===== config.mk =====
export PLATFORM = sky130hd
export DESIGN_NAME = cut_bist_sweep
export DESIGN_NICKNAME = d
export VERILOG_FILES = /design/src/rtl/bist_pkg.sv /design/src/rtl/bist_misr.sv /design/src/rtl/cut_bist_sweep.sv
export SDC_FILE = /design/constraint.sdc
export NUM_CORES = 1
export LEC_CHECK = 0
export CAP_MARGIN = 20
export CORE_AREA = 2 2 96 98
export CTS_CLUSTER_DIAMETER = 200
export CTS_CLUSTER_SIZE = 24
export DETAILED_ROUTE_END_ITERATION = 8
export DIE_AREA = 0 0 98 100
export PLACE_DENSITY = 0.49
export SYNTH_ARGS = -nofsm -noshare
export SYNTH_HDL_FRONTEND = slang
export SYNTH_SLANG_ARGS = --single-unit

===== constraint.sdc =====
create_clock -name clk -period 1.64 [get_ports clk]
set_input_delay 0.164 -clock clk [delete_from_list [all_inputs] [get_ports clk]]
set_output_delay 0.164 -clock clk [all_outputs]
set_load 0.02 [all_outputs]

===== src/rtl/bist_pkg.sv =====
// Shared definitions for the exhaustive-sweep BIST controller: FSM state
// encoding, default MISR constants and the single-step MISR function.
package bist_pkg;

  typedef enum logic [1:0] {
    IDLE = 2'd0,
    RUN  = 2'd1,
    DONE = 2'd2
  } state_t;

  localparam logic [15:0] DEF_POLY = 16'h1021;
  localparam logic [15:0] DEF_SEED = 16'h0000;

  // One Galois MISR step on a w-bit register (w <= 32), carried in 32-bit
  // containers so one function serves every signature width.
  function automatic logic [31:0] misr_step(input logic [31:0] m,
                                            input logic [31:0] poly,
                                            input logic [31:0] din,
                                            input int unsigned w);
    logic [31:0] mask;
    logic [31:0] fb;
    mask = (w >= 32) ? 32'hFFFF_FFFF : ((32'd1 << w) - 32'd1);
    fb   = m[5'(w - 32'd1)] ? poly : 32'd0;
    return (((m << 1) ^ fb) ^ din) & mask;
  endfunction

endpackage


===== src/rtl/bist_misr.sv =====
// Multiple-input signature register.
//   clk, rst_n : clock, asynchronous active-low reset (register clears to 0)
//   load       : load SEED (takes priority over en)
//   en         : absorb din for one MISR step
//   din        : parallel input, already zero-extended to SIG_W
//   m_next_c   : combinational value the register takes on an enabled step
module bist_misr
  import bist_pkg::*;
#(
  parameter int unsigned      SIG_W = 16,
  parameter logic [SIG_W-1:0] POLY  = SIG_W'(DEF_POLY),
  parameter logic [SIG_W-1:0] SEED  = SIG_W'(DEF_SEED)
) (
  input  logic             clk,
  input  logic             rst_n,
  input  logic             load,
  input  logic             en,
  input  logic [SIG_W-1:0] din,
  output logic [SIG_W-1:0] m_next_c
);

  logic [SIG_W-1:0] m;

  // Next-state value, exposed so the controller can capture the final signature
  // on the same edge the register absorbs the last vector.
  always_comb begin
    m_next_c = SIG_W'(misr_step(32'(m), 32'(POLY), 32'(din), SIG_W));
  end

  // Signature register
  always_ff @(posedge clk or negedge rst_n) begin
    if (!rst_n) begin
      m <= '0;
    end else if (load) begin
      m <= SEED;
    end else if (en) begin
      m <= m_next_c;
    end
  end

endmodule


===== src/rtl/cut_bist_sweep.sv =====
// Exhaustive-sweep BIST controller for a combinational circuit under test.
// Drives every vector 0..2^N_IN-1 on cut_x, holds each for HOLD cycles,
// folds cut_f into a MISR on the last cycle of each hold window and reports
// the final signature plus a pass flag against golden.
//   clk, rst_n : clock, asynchronous active-low reset
//   start      : begin a sweep (sampled only in IDLE)
//   golden     : expected signature, sampled at the final MISR update
//   cut_x      : registered vector to the CUT
//   cut_f      : CUT response (combinational from cut_x)
//   busy       : sweep in progress
//   done       : one-cycle pulse after the sweep
//   sig, pass  : final signature and sig==golden, held until next start
module cut_bist_sweep
  import bist_pkg::*;
#(
  parameter int unsigned      N_IN  = 11,
  parameter int unsigned      N_OUT = 16,
  parameter int unsigned      SIG_W = 16,
  parameter logic [SIG_W-1:0] POLY  = SIG_W'(DEF_POLY),
  parameter logic [SIG_W-1:0] SEED  = SIG_W'(DEF_SEED),
  parameter int unsigned      HOLD  = 1
) (
  input  logic             clk,
  input  logic             rst_n,
  input  logic             start,
  input  logic [SIG_W-1:0] golden,
  output logic [N_IN-1:0]  cut_x,
  input  logic [N_OUT-1:0] cut_f,
  output logic             busy,
  output logic             done,
  output logic [SIG_W-1:0] sig,
  output logic             pass
);

  localparam int unsigned   HW        = (HOLD > 1) ? $clog2(HOLD) : 1;
  localparam logic [HW-1:0] HOLD_LAST = HW'(HOLD - 1);

  state_t           state;
  logic [HW-1:0]    hold_cnt;
  logic             load_c;
  logic             sample_c;
  logic [SIG_W-1:0] misr_in_c;
  logic [SIG_W-1:0] misr_next_c;

  // Sweep strobes: MISR seed load on accepted start, absorb on sample cycle
  always_comb begin
    load_c    = (state == IDLE) && start;
    sample_c  = (state == RUN) && (hold_cnt == HOLD_LAST);
    misr_in_c = SIG_W'(cut_f);
  end

  bist_misr #(
    .SIG_W (SIG_W),
    .POLY  (POLY),
    .SEED  (SEED)
  ) u_misr (
    .clk      (clk),
    .rst_n    (rst_n),
    .load     (load_c),
    .en       (sample_c),
    .din      (misr_in_c),
    .m_next_c (misr_next_c)
  );

  // Controller FSM with vector and hold counters
  always_ff @(posedge clk or negedge rst_n) begin
    if (!rst_n) begin
      state    <= IDLE;
      cut_x    <= '0;
      hold_cnt <= '0;
      busy     <= 1'b0;
      done     <= 1'b0;
      sig      <= '0;
      pass     <= 1'b0;
    end else begin
      done <= 1'b0;
      unique case (state)
        IDLE: begin
          if (start) begin
            cut_x    <= '0;
            hold_cnt <= '0;
            pass     <= 1'b0;
            busy     <= 1'b1;
            state    <= RUN;
          end
        end
        RUN: begin
          if (hold_cnt == HOLD_LAST) begin
            hold_cnt <= '0;
            // The all-ones vector terminates the sweep, so cut_x never wraps.
            if (&cut_x) begin
              sig   <= misr_next_c;
              pass  <= (misr_next_c == golden);
              busy  <= 1'b0;
              done  <= 1'b1;
              state <= DONE;
            end else begin
              cut_x <= cut_x + N_IN'(1);
            end
          end else begin
            hold_cnt <= hold_cnt + HW'(1);
          end
        end
        DONE: begin
          state <= IDLE;
        end
        default: begin
          state <= IDLE;
        end
      endcase
    end
  end

endmodule

### After elaboration in Yosys (flattened, before gate mapping)

Index checks and enable logic that the tools add are counted.

| storage, ports and cells | value |
|---|---|
| memories kept | 0 |
| word-level logic and storage cells | 54 |
| output and inout port bits | 30 |
| register bits | 49 |
| latch bits | 0 |
| bits in read-only memories | 0 |
| memory bits (writable) | 0 |

| cells by class | value |
|---|---|
| bitwise operators | 3 |
| $add $sub $neg | 2 |
| multiply operators | 0 |
| reduce and logical (&&, ||, !) cells | 11 |
| div/mod/pow operators | 0 |
| order comparisons | 0 |
| shift-type cells | 0 |
| eq/ne operators | 6 |
| multiplexer cells | 24 |

Operators by type and width:

| kind | number |
|---|---|
| 2-to-1 mux 11 bit | 3 |
| 2-to-1 mux 16 bit | 2 |
| XOR 16 bit | 2 |
| one-hot mux 11 bit (2 select lines) | 1 |
| equality test 16 bit | 1 |
| 2-to-1 mux 13 bit | 1 |
| AND reduction 13 bit | 1 |
| adder 11 x 1 -> 11 bit, second input constant | 1 |
| AND reduction 11 bit | 1 |
| 2-to-1 mux 1 bit | 10 |
| AND reduction 4 bit | 2 |
| 2-to-1 mux 2 bit | 3 |
| != test 2 bit, second input constant | 3 |
| one-hot mux 1 bit (2 select lines) | 3 |
| one-hot mux 2 bit (2 select lines) | 1 |
| nonzero test 2 bit | 2 |
| AND reduction 3 bit | 1 |
| equality test 2 x 1 -> 1 bit, second input constant | 1 |
| logical AND 1 bit | 2 |
| logical NOT 2 bit | 1 |
| != test 2 x 1 -> 1 bit, second input constant | 1 |
| AND reduction 2 bit | 1 |
| adder 1 bit, second input constant | 1 |
| inverter 1 bit | 1 |

### Longest topological paths before layout

Gate-level depths: netlist of run 1.

| logic depth | value |
|---|---|
| word-level depth | 7 |
| depth in mapped cells | 7 |
| gate-level depth less buffers | 5 |

### Cells and area by module

From an unflattened synthesis of run 1, not the netlist that was laid out.

| unflattened totals | value |
|---|---|
| cells, all modules | 206 |
| area total of the unflattened synthesis | 2,416.1 um^2 |

By module, submodules not included:

| module | area an instance (um^2) | cells an instance | times used |
|---|---|---|---|
| cut_bist_sweep | 1,596.5 | 138 | 1 |
| bist_misr | 819.5 | 68 | 1 |

### Worst setup path after synthesis of run 1

No wires, ideal clock.

| timing path | value |
|---|---|
| path type | flip-flop to flip-flop |
| start | register cut_x[1] |
| end | register sig[0] |
| clock period less this slack | 1,828 ps |
| slack | -188 ps |
| stages on the path, launching flop included | 8 |
| arrival | 1,707 ps |
| path through | dfrtp_1 -> ha_1 -> nand3_1 -> or4_4 -> buf_6 -> buf_2 -> nand2_1 -> o21ai_2 |

| between the ends | value |
|---|---|
| cells in the longest elaborated chain, start to end | 1 |

Ends and longest elaborated chain:

| what | RTL line | RTL |
|---|---|---|
| from (decl) | cut_bist_sweep.sv:27 | `output logic [N_IN-1:0] cut_x,` |
| from (signal assigned) | cut_bist_sweep.sv:98 | `cut_x <= cut_x + N_IN'(1);` |
| AND reduction 13 bit (no line) | - |  |
| to (signal assigned) | cut_bist_sweep.sv:92 | `sig <= misr_next_c;` |
| to (decl) | cut_bist_sweep.sv:31 | `output logic [SIG_W-1:0] sig,` |

No other way between the ends.
A chain may end at the register's enable or synchronous reset.

### Worst setup path after layout of run 1

| timing path | value |
|---|---|
| start | register cut_x[1] |
| end | register sig[9] |

Same word-level chain as after synthesis.

==> reports/metrics.sh, run 1 <==
XOR_XNOR_FRACTION_OF_SYNTH_AREA_PCT=20.44
MAIN_COMBINATIONAL_CELL_FAMILY_BY_AREA_AFTER_SYNTHESIS='XOR/XNOR gates'
GRT_PASS1_WL_UM=10330
FINAL_LAYOUT_SIZE_SUFFIX_GT1_SHARE_PCT=20.95
CRITPATHLAUNCHTYPE='register'
CLOCK_SKEW_AFTER_LAYOUT_PS=10.74
OVERFLOW=0
LAYOUTNONFILLERINSTCOUNT=426
MAX_CAP_VIOL=0
DIE_Y_UM=100
SYN-INSTANCE-COUNT=225
GRT.TOTAL_USAGE_PCT=13.34
POSTSYNTHREGISTERBITS=48
POST_SYNTH_FA_HA_MAJ_AREA_FRACTION_PCT=0.5023
CRIT-REG2REG-LAUNCH='cut_x[1]$_DFFE_PN0P_'
CLOCK_TREE.ROOT_CELL='sky130_fd_sc_hd__clkbuf_8'
CRITICAL_PATH_SINK_TYPE='register'
SYN_TO_FINAL_GROWTH_PCT=46.96
CRITICAL_PATH.ENDPOINT='sig[9]$_DFFE_PN0P_'
MAPPEDNETLISTNETS=261
FINAL_UTIL_PCT=41.18
SETUP_WS_PS=13.02
POWER.LEAKAGE_nW=1.604
DIE-WIDTH_UM=98
CLOCK_TREE.BUFFER_DEPTH=2
CRIT_ARRIVAL_PS=1820
DRT_PRE_ANTENNA_ITERS=4
YOSYS_MOST_USED_DFF='sky130_fd_sc_hd__dfrtp_1'
DIEAREA_UM2=9800
DRT_DRC=0
MUXSHAREOFSYNTHAREA_PCT=0.4018
SYNTH.CELLS.MOST_FREQUENT='sky130_fd_sc_hd__dfrtp_1 (48), sky130_fd_sc_hd__o21ai_0 (28), sky130_fd_sc_hd__nand3_1 (22)'
SYNTH_COMPOUND_AREA_SHARE_PCT=12.05
MIN_PATH_TYPE='primary input to async pin'
NUMBER_OF_BUFFERS_INSERTED_DURING_CLOCK_TREE_SYNTHESIS=5
SYNTH.CELL_AREA_UM2=2491
MAX_SLEW_MARGIN_PCT=71.68
CRIT_PATH_MAX_FANOUT=17
GRT_START_MAX_NET_PINS=34
CLOCK_TRANSITION_AT_THE_REGISTERS_OF_THE_REPORTED_PATHS_PS=90
IR_DROP_V=0.0005836
YS_TYPES=37
TIMING.RR.END='sig[9]$_DFFE_PN0P_'
SYNTH_LARGEST_TYPE_AREA_FRACTION_PCT=48.22
WORSTREGTOREGCELLS=6
ANTENNA_VIOLATIONS_BEFORE_REPAIR=0
ASYNC_RESET_FF_SHARE_PCT=100.0
CLOCK_TREE.HTREE_LEVEL_COUNT=2
IO_BUFFERS=64
CTS.SINKS=48
ROUTEDWLPERCELL_UM=14.92
CRITICALPATHCATEGORY='register to register'
CLOCK_TREE_FROM_TRITONCTS='yes'
AREA_OF_THE_MULTI_INPUT_GATES_UM2=1266
R2R_SETUP_SLACK_PS=10
UNREPAIRED_SETUP_ENDPOINTS_AFTER_GLOBAL_ROUTING='true'
PLACEDINSTANCEAREA_UM2=3446
POST-DP-HPWL_UM=4822
GLOBALPLACE.CONGESTION=0.7869
FINAL-HOLD-VIOLATION-COUNT=0
CLK-INSERTION-DELAY-LATE_PS=300
SETUP_VIOLS_FINAL=0
NETS=350
VIAS=1973
SYNTH_SIMPLE_GATE_AREA_SHARE_PCT=14.67
PATH_DELAY_FAMILY='simple AND/OR/NAND/NOR gates'
CRITICAL_PATH_BUF_INV_COUNT=1
FINAL-MAX-SLEW-VIOLATION-COUNT=0
TOTAL_NUMBER_OF_PLACEMENT_ROWS=35
PLACEMENT.SETUP.WORST_SLACK_PS=-35.71
BIGGEST_AREA_CONTRIBUTORS_IN_THE_SYNTHESIZED_NETLIST='sky130_fd_sc_hd__dfrtp_1 (48%), sky130_fd_sc_hd__xnor3_1 (14%), sky130_fd_sc_hd__o21ai_0 (5.6%)'
FLOORPLAN.INITIALDENSITY_PCT=28.02
SEQUENTIAL_TO_TOTAL_AREA_SHARE_FROM_YOSYS_STAT_PCT=48.22
TIMING.CRITICAL_PATH.DEPTH=6
FINALWIRELENGTH_UM=6358
POST-SYNTH-TOP-COUNT-CELL='sky130_fd_sc_hd__dfrtp_1'
SYNTH.LARGEST_AREA_CELL='sky130_fd_sc_hd__dfrtp_1'
REQUIRED_PS=1830
DR.FIRST_ITER.DRC_COUNT=79
PERIOD_MINUS_SLACK_PS=1627
FIN_CRIT_SH_PCT=99.21
WORST_PIN_SLEW_PS=424.7
CORE_AREA_UM2=8890
WORST_PATH_MAX_DELAY_CELL='sky130_fd_sc_hd__or4_4'
POST_SYNTH.CELL_AREA_AVG_UM2=11.07
ANTENNA-DIODE-COUNT=0
MAXCLOCKFREQUENCY_MHz=614.6
VIA_PER_INST=4.631
ANT_NETS=0
AREA.SEQUENTIAL_UM2=1210
POSTLAYOUTCELLAREA_UM2=3661
POST_PLACEMENT_CELL_COUNT=416
MAX_STAGE_DELAY_PS=560
NFILLCELLS=877
TOP_LEVEL_PORTS=65
POST_SYNTH_EDFFS=0
CP-STARTPOINT='cut_x[1]$_DFFE_PN0P_'
YS_WARN_COUNT=0
FIRST_GLOBAL_VIAS=1960
POWER.DENSITY_CELL_AREA_nW_PER_UM2=1330
RUN_STATUS='finished, final reports clean'
CRITICAL_PATH.CELL_CHAIN='ha_4 -> nand3_4 -> or4_4 -> buf_12 -> nand2_1 -> o21ai_1'
-- cell type report --
class,instances,area share (%)
clock buffers,6,2.256
clock inverters,2,1.059
inverters,5,0.5126
multi-input cells,160,34.59
flip-flops and latches,48,33.05
well taps,111,3.794
repair buffers,94,24.74
-- per-layer routing --
metal  wire length, um  track usage, %  share of wire (%)
met1              3052           19.28                 48
met2              2896           20.18                 46
met3               344           3.273                5.4
met4                65           3.419                1.0
met5                 0               0                  0
-- cell usage in the layout, fill, tap and decap left out, types with 2 or more instances in the layout --
cell / n
sky130_fd_sc_hd__clkdlybuf4s50_1: 59
sky130_fd_sc_hd__dfrtp_1: 41
sky130_fd_sc_hd__buf_4: 24
sky130_fd_sc_hd__o21ai_0: 23
sky130_fd_sc_hd__nand3_1: 21
sky130_fd_sc_hd__xnor2_1: 16
sky130_fd_sc_hd__xnor3_1: 16
sky130_fd_sc_hd__o21ai_1: 14
sky130_fd_sc_hd__nand2_1: 11
sky130_fd_sc_hd__nand2_2: 10
sky130_fd_sc_hd__a21oi_1: 7
sky130_fd_sc_hd__dfrtp_2: 7
sky130_fd_sc_hd__clkbuf_8: 6
sky130_fd_sc_hd__nand4_1: 5
sky130_fd_sc_hd__inv_1: 5
sky130_fd_sc_hd__nor2_1: 5
sky130_fd_sc_hd__or3_1: 4
sky130_fd_sc_hd__dlymetal6s2s_1: 3
sky130_fd_sc_hd__buf_6: 3
sky130_fd_sc_hd__o21ai_2: 2
sky130_fd_sc_hd__o31ai_1: 2
sky130_fd_sc_hd__or4_1: 2
sky130_fd_sc_hd__nor4_1: 2
sky130_fd_sc_hd__buf_12: 2
-- how the worst min path moves through the flow --
stage          start  slack, ps                  endpoint  depth (start not counted)
5_1_grt        rst_n        360  u_misr.m[10]$_DFFE_PN0P_                          2
2_1_floorplan  rst_n       -130          busy$_DFFE_PN0P_                          0
6_report       rst_n        340  u_misr.m[10]$_DFFE_PN0P_                          2
3_5_place_dp   rst_n        130  u_misr.m[10]$_DFFE_PN0P_                          1
3_3_place_gp   rst_n        130  u_misr.m[10]$_DFFE_PN0P_                          1
4_1_cts        rst_n        340  u_misr.m[10]$_DFFE_PN0P_                          2
-- per-stage QoR --
stage          hold WS [ps]  setup TNS (ps)  power [mW]
2_1_floorplan        -131.6          -675.7       3.154
3_3_place_gp          128.4          -26.79       3.973
3_5_place_dp          125.7          -263.3       3.990
4_1_cts               341.6               0       4.944
5_1_grt               357.6          -926.4       5.201
6_report              336.3               0       4.870
-- sequential cells by signal (all words and copies together), names as in the netlist --
register,cells
pass,1
state,2
u_misr.m,16
busy,1
done,1
sig,16
cut_x,11
-- report_power, final --
group	internal [mW]	switching, mW
Sequential	1.52	0.366
Clock	0.499	0.407
Combinational	1.22	0.858
-- kinds of logic (layout without fill, tap and decap cells) --
group | after synthesis | after routing
and+or+nand+nor | 72 | 72
AOI/OAI and AO/OA | 53 | 53
DFF | 48 | 48
xor gates and xnor gates | 33 | 33
buffers and inverters | 17 | 107
adders and majority gates | 1 | 1
muxes | 1 | 1
-- timing repair --
item | 4_1_cts | 5_1_grt
setup endpoints to repair | 16 | 35
buffers inserted | 0 | 1
resized for setup | 8 | 24
hold buffers | 1 | 0
pin swaps | 1 | 4
endpoints found under the hold margin | 16 | 0
-- worst reg2reg max path, stage by stage, from the launching register on --
cell and delay, ps:
sky130_fd_sc_hd__dfrtp_2 390, sky130_fd_sc_hd__ha_4 160, sky130_fd_sc_hd__nand3_4 100, sky130_fd_sc_hd__or4_4 560
sky130_fd_sc_hd__buf_12 190, sky130_fd_sc_hd__nand2_1 70, sky130_fd_sc_hd__o21ai_1 60
No activity file was read; power rests on OpenSTA's default activity.
==> inputs of run 2 (changes only) <==
--- a/config.mk
+++ b/config.mk
@@ -8,7 +8,7 @@
 export CAP_MARGIN = 20
 export CORE_AREA = 2 2 96 98
 export CTS_CLUSTER_DIAMETER = 200
-export CTS_CLUSTER_SIZE = 24
+export CTS_CLUSTER_SIZE = 12
 export DETAILED_ROUTE_END_ITERATION = 8
 export DIE_AREA = 0 0 98 100
 export PLACE_DENSITY = 0.49
==> results of run 2 <==
Final layout, timing and power as in run 1 (identical DEF).
==> inputs of run 3 (changes only) <==
--- a/config.mk
+++ b/config.mk
@@ -11,7 +11,7 @@
 export CTS_CLUSTER_SIZE = 12
 export DETAILED_ROUTE_END_ITERATION = 8
 export DIE_AREA = 0 0 98 100
-export PLACE_DENSITY = 0.49
+export PLACE_DENSITY = 0.48
 export SYNTH_ARGS = -nofsm -noshare
 export SYNTH_HDL_FRONTEND = slang
 export SYNTH_SLANG_ARGS = --single-unit
==> constraint.sdc (replaced) <==
create_clock -name clk -period 1.9 [get_ports clk]
set_input_delay 0.19 -clock clk [delete_from_list [all_inputs] [get_ports clk]]
set_output_delay 0.19 -clock clk [all_outputs]
set_load 0.02 [all_outputs]
==> reports/metrics.sh, run 3 (synthesis gave the netlist of run 1 again) <==
RUN_STATUS='finished, final reports clean'
FINAL-HOLD-VIOLATION-COUNT=0  # unchanged
FIRST_GLOBAL_VIAS=1929  # -1.6%
MAX_CAP_VIOL=0  # unchanged
MIN_PATH_TYPE='primary input to async pin'
FINAL-MAX-SLEW-VIOLATION-COUNT=0  # unchanged
CLOCK_TREE.BUFFER_DEPTH=2  # unchanged
DESIGN_POWER_TOTAL_mW=4.087  # -16%
FIN_CRIT_SH_PCT=94.35  # -4.9 points
ANT_NETS=0  # unchanged
TOTAL_NUMBER_OF_PLACEMENT_ROWS=35  # unchanged
GLOBALPLACE.CONGESTION=0.7428  # -5.6%
CLOCK_TREE.HTREE_LEVEL_COUNT=2  # unchanged
ROUTEDWLPERCELL_UM=14.80  # -0.80%
MAXCLOCKFREQUENCY_MHz=557.8  # -9.2%
CRIT_ARRIVAL_PS=2010  # +190 ps
TOP_LEVEL_PORTS=65  # unchanged
FIN_SETUP_TNS_PS=0  # unchanged
SYN_TO_FINAL_GROWTH_PCT=38.52
OVERFLOW=0  # unchanged
VIA_PER_INST=4.595  # -0.78%
REQUIRED_PS=2120  # +290 ps
PERIOD_MINUS_SLACK_PS=1793  # +165.7 ps
NUMBER_OF_BUFFERS_INSERTED_DURING_CLOCK_TREE_SYNTHESIS=5  # unchanged
DIE-WIDTH_UM=98  # unchanged
CRITICAL_PATH_SINK_TYPE='register'
VIAS=1884  # -4.5%
DRT_PRE_ANTENNA_ITERS=4  # unchanged
MAX_SLEW_MARGIN_PCT=69.21  # -2.5 points
LAYOUT.CELLS.MOST_COMMON_LIST='sky130_fd_sc_hd__clkdlybuf4s50_1 (63), sky130_fd_sc_hd__dfrtp_1 (48), sky130_fd_sc_hd__o21ai_0 (28), sky130_fd_sc_hd__nand3_1 (22), sky130_fd_sc_hd__nand2_1 (21)'
POSTCTSSETUPREPAIRBUFS=0  # unchanged
CRITICALPATHCATEGORY='register to register'
CORE_AREA_UM2=8890  # unchanged
POWER_REPORT.INTERNAL_TOTAL_mW=2.750  # -15%
CLOCK_TREE.ROOT_CELL='sky130_fd_sc_hd__clkbuf_8'
FINAL_LAYOUT_SIZE_SUFFIX_GT1_SHARE_PCT=9.030  # -12 points
FINALWIRELENGTH_UM=6070  # -4.5%
FLOORPLAN.INITIALDENSITY_PCT=28.02  # unchanged
WORST_PIN_SLEW_PS=461.8  # +37.07 ps
GRT_START_MAX_NET_PINS=34  # unchanged
IR_DROP_V=0.0005082  # -13%
NETS=334  # -4.6%
CLOCK_TRANSITION_AT_THE_REGISTERS_OF_THE_REPORTED_PATHS_PS=90  # about the same
CLKPWRFRAC_PCT=19.8  # +1.2 points
POWER.DENSITY_CELL_AREA_nW_PER_UM2=1184  # -11%
WORSTREGTOREGCELLS=6  # unchanged
CLK-INSERTION-DELAY-LATE_PS=300  # about the same
CRITPATHLAUNCHTYPE='register'
CTS.SINKS=48  # unchanged
P_SW_SHARE_PCT=32.71  # -0.77 points
TIMING.RR.END='cut_x[9]$_DFFE_PN0P_'
CLOCK_TREE_FROM_TRITONCTS='yes'
ANTENNA-DIODE-COUNT=0  # unchanged
FINAL_COMMON_CELL='sky130_fd_sc_hd__clkdlybuf4s50_1'
POWER.LEAKAGE_nW=1.498  # -6.6%
GRT.TOTAL_USAGE_PCT=13.16  # -0.18 points
DRT_DRC=0  # unchanged
NETSWITCHINGPOWER_mW=1.337  # -18%
DIEAREA_UM2=9800  # unchanged
POWER.SHARE.SEQUENTIAL_PCT=39.2  # +0.4 points
IO_BUFFERS=64  # unchanged
UNREPAIRED_SETUP_ENDPOINTS_AFTER_GLOBAL_ROUTING='false'
POST-DP-HPWL_UM=4532  # -6.0%
SETUP_VIOLS_FINAL=0  # unchanged
CRIT_PATH_MAX_FANOUT=10  # -7
POWER_FRAC_COMB_PCT=41.0  # -1.6 points
ANTENNA_VIOLATIONS_BEFORE_REPAIR=0  # unchanged
CLOCK_SKEW_AFTER_LAYOUT_PS=9.990  # -0.7529 ps
REG_TOP3='sig (16), u_misr.m (16), cut_x (11)'
DR.FIRST_ITER.DRC_COUNT=54  # -32%
CRIT-REG2REG-LAUNCH='cut_x[0]$_DFFE_PN0P_'
GRT_PASS1_WL_UM=10070  # -2.5%
DIE_Y_UM=100  # unchanged
R2R_SETUP_SLACK_PS=110  # +90 ps
run 3: power groups by stage:
stage               Clock [mW]  Combinational, mW  Sequential (mW)
floorplan                    0              0.970             1.72
global placement             0               1.70             1.62
detailed placement           0               1.70             1.62
CTS                      0.838               1.71             1.61
global route             0.880               1.84             1.65
finish                   0.811               1.67             1.60
run 3: stage by stage:
step	utilization [%]	hold slack [ps]	setup WS, ps	cell area (um^2)	cells
after CTS	38.82	392.0	108.3	3451	410
after detailed placement	37.28	171.2	130.2	3314	401
after floorplan	-	-105.6	71.98	2491	225
after global routing	38.82	412.3	13.84	3451	410
final	38.82	364.4	107.3	3451	410
after global placement	37.28	165.5	128.1	3314	401
run 3: metal layers:
| layer | part of all wire, % | vias to the layer above | global-route usage, % |
|---|---|---|---|
| met1 | 48 | 881 | 18.22 |
| met4 | 0.76 | 0 | 2.885 |
| met3 | 5.8 | 5 | 3.691 |
| li1 | - | 942 | - |
| met2 | 45 | 56 | 20.76 |
| met5 | 0 | - | 0 |
run 3: worst max-delay path by stage:
stage | from | end | slack [ps] | depth (start not counted)
2_1_floorplan | cut_x[1]$_DFFE_PN0P_ | sig[0]$_DFFE_PN0P_ | 70 | 7
3_3_place_gp | cut_x[0]$_DFFE_PN0P_ | cut_x[9]$_DFFE_PN0P_ | 130 | 6
3_5_place_dp | cut_x[0]$_DFFE_PN0P_ | cut_x[8]$_DFFE_PN0P_ | 130 | 6
4_1_cts | cut_x[0]$_DFFE_PN0P_ | cut_x[8]$_DFFE_PN0P_ | 110 | 6
5_1_grt | cut_x[0]$_DFFE_PN0P_ | cut_x[9]$_DFFE_PN0P_ | 10 | 6
6_report | cut_x[0]$_DFFE_PN0P_ | cut_x[9]$_DFFE_PN0P_ | 110 | 6
run 3: cell type report:
cell class	instances	area, um^2
inverter	5	18.77
sequential	48	1201
clock inverter	1	30.03
multi-input combinational	160	1197
timing repair buffer	78	768.2
tap	111	138.9
clock buffer	7	96.34
fill	880	5439
run 3: what timing repair did:
item,in CTS,in global routing
endpoints found under the hold margin,18,0
setup endpoints to repair,0,0
hold buffers,1,0
resized for setup,0,0
run 3: worst max-delay path, stage by stage, from the launching register on:
cell and delay (ps):
sky130_fd_sc_hd__dfrtp_1 390, sky130_fd_sc_hd__ha_1 240, sky130_fd_sc_hd__nand3_1 110, sky130_fd_sc_hd__buf_4 170
sky130_fd_sc_hd__o211ai_1 210, sky130_fd_sc_hd__or4_1 440, sky130_fd_sc_hd__a21oi_1 150
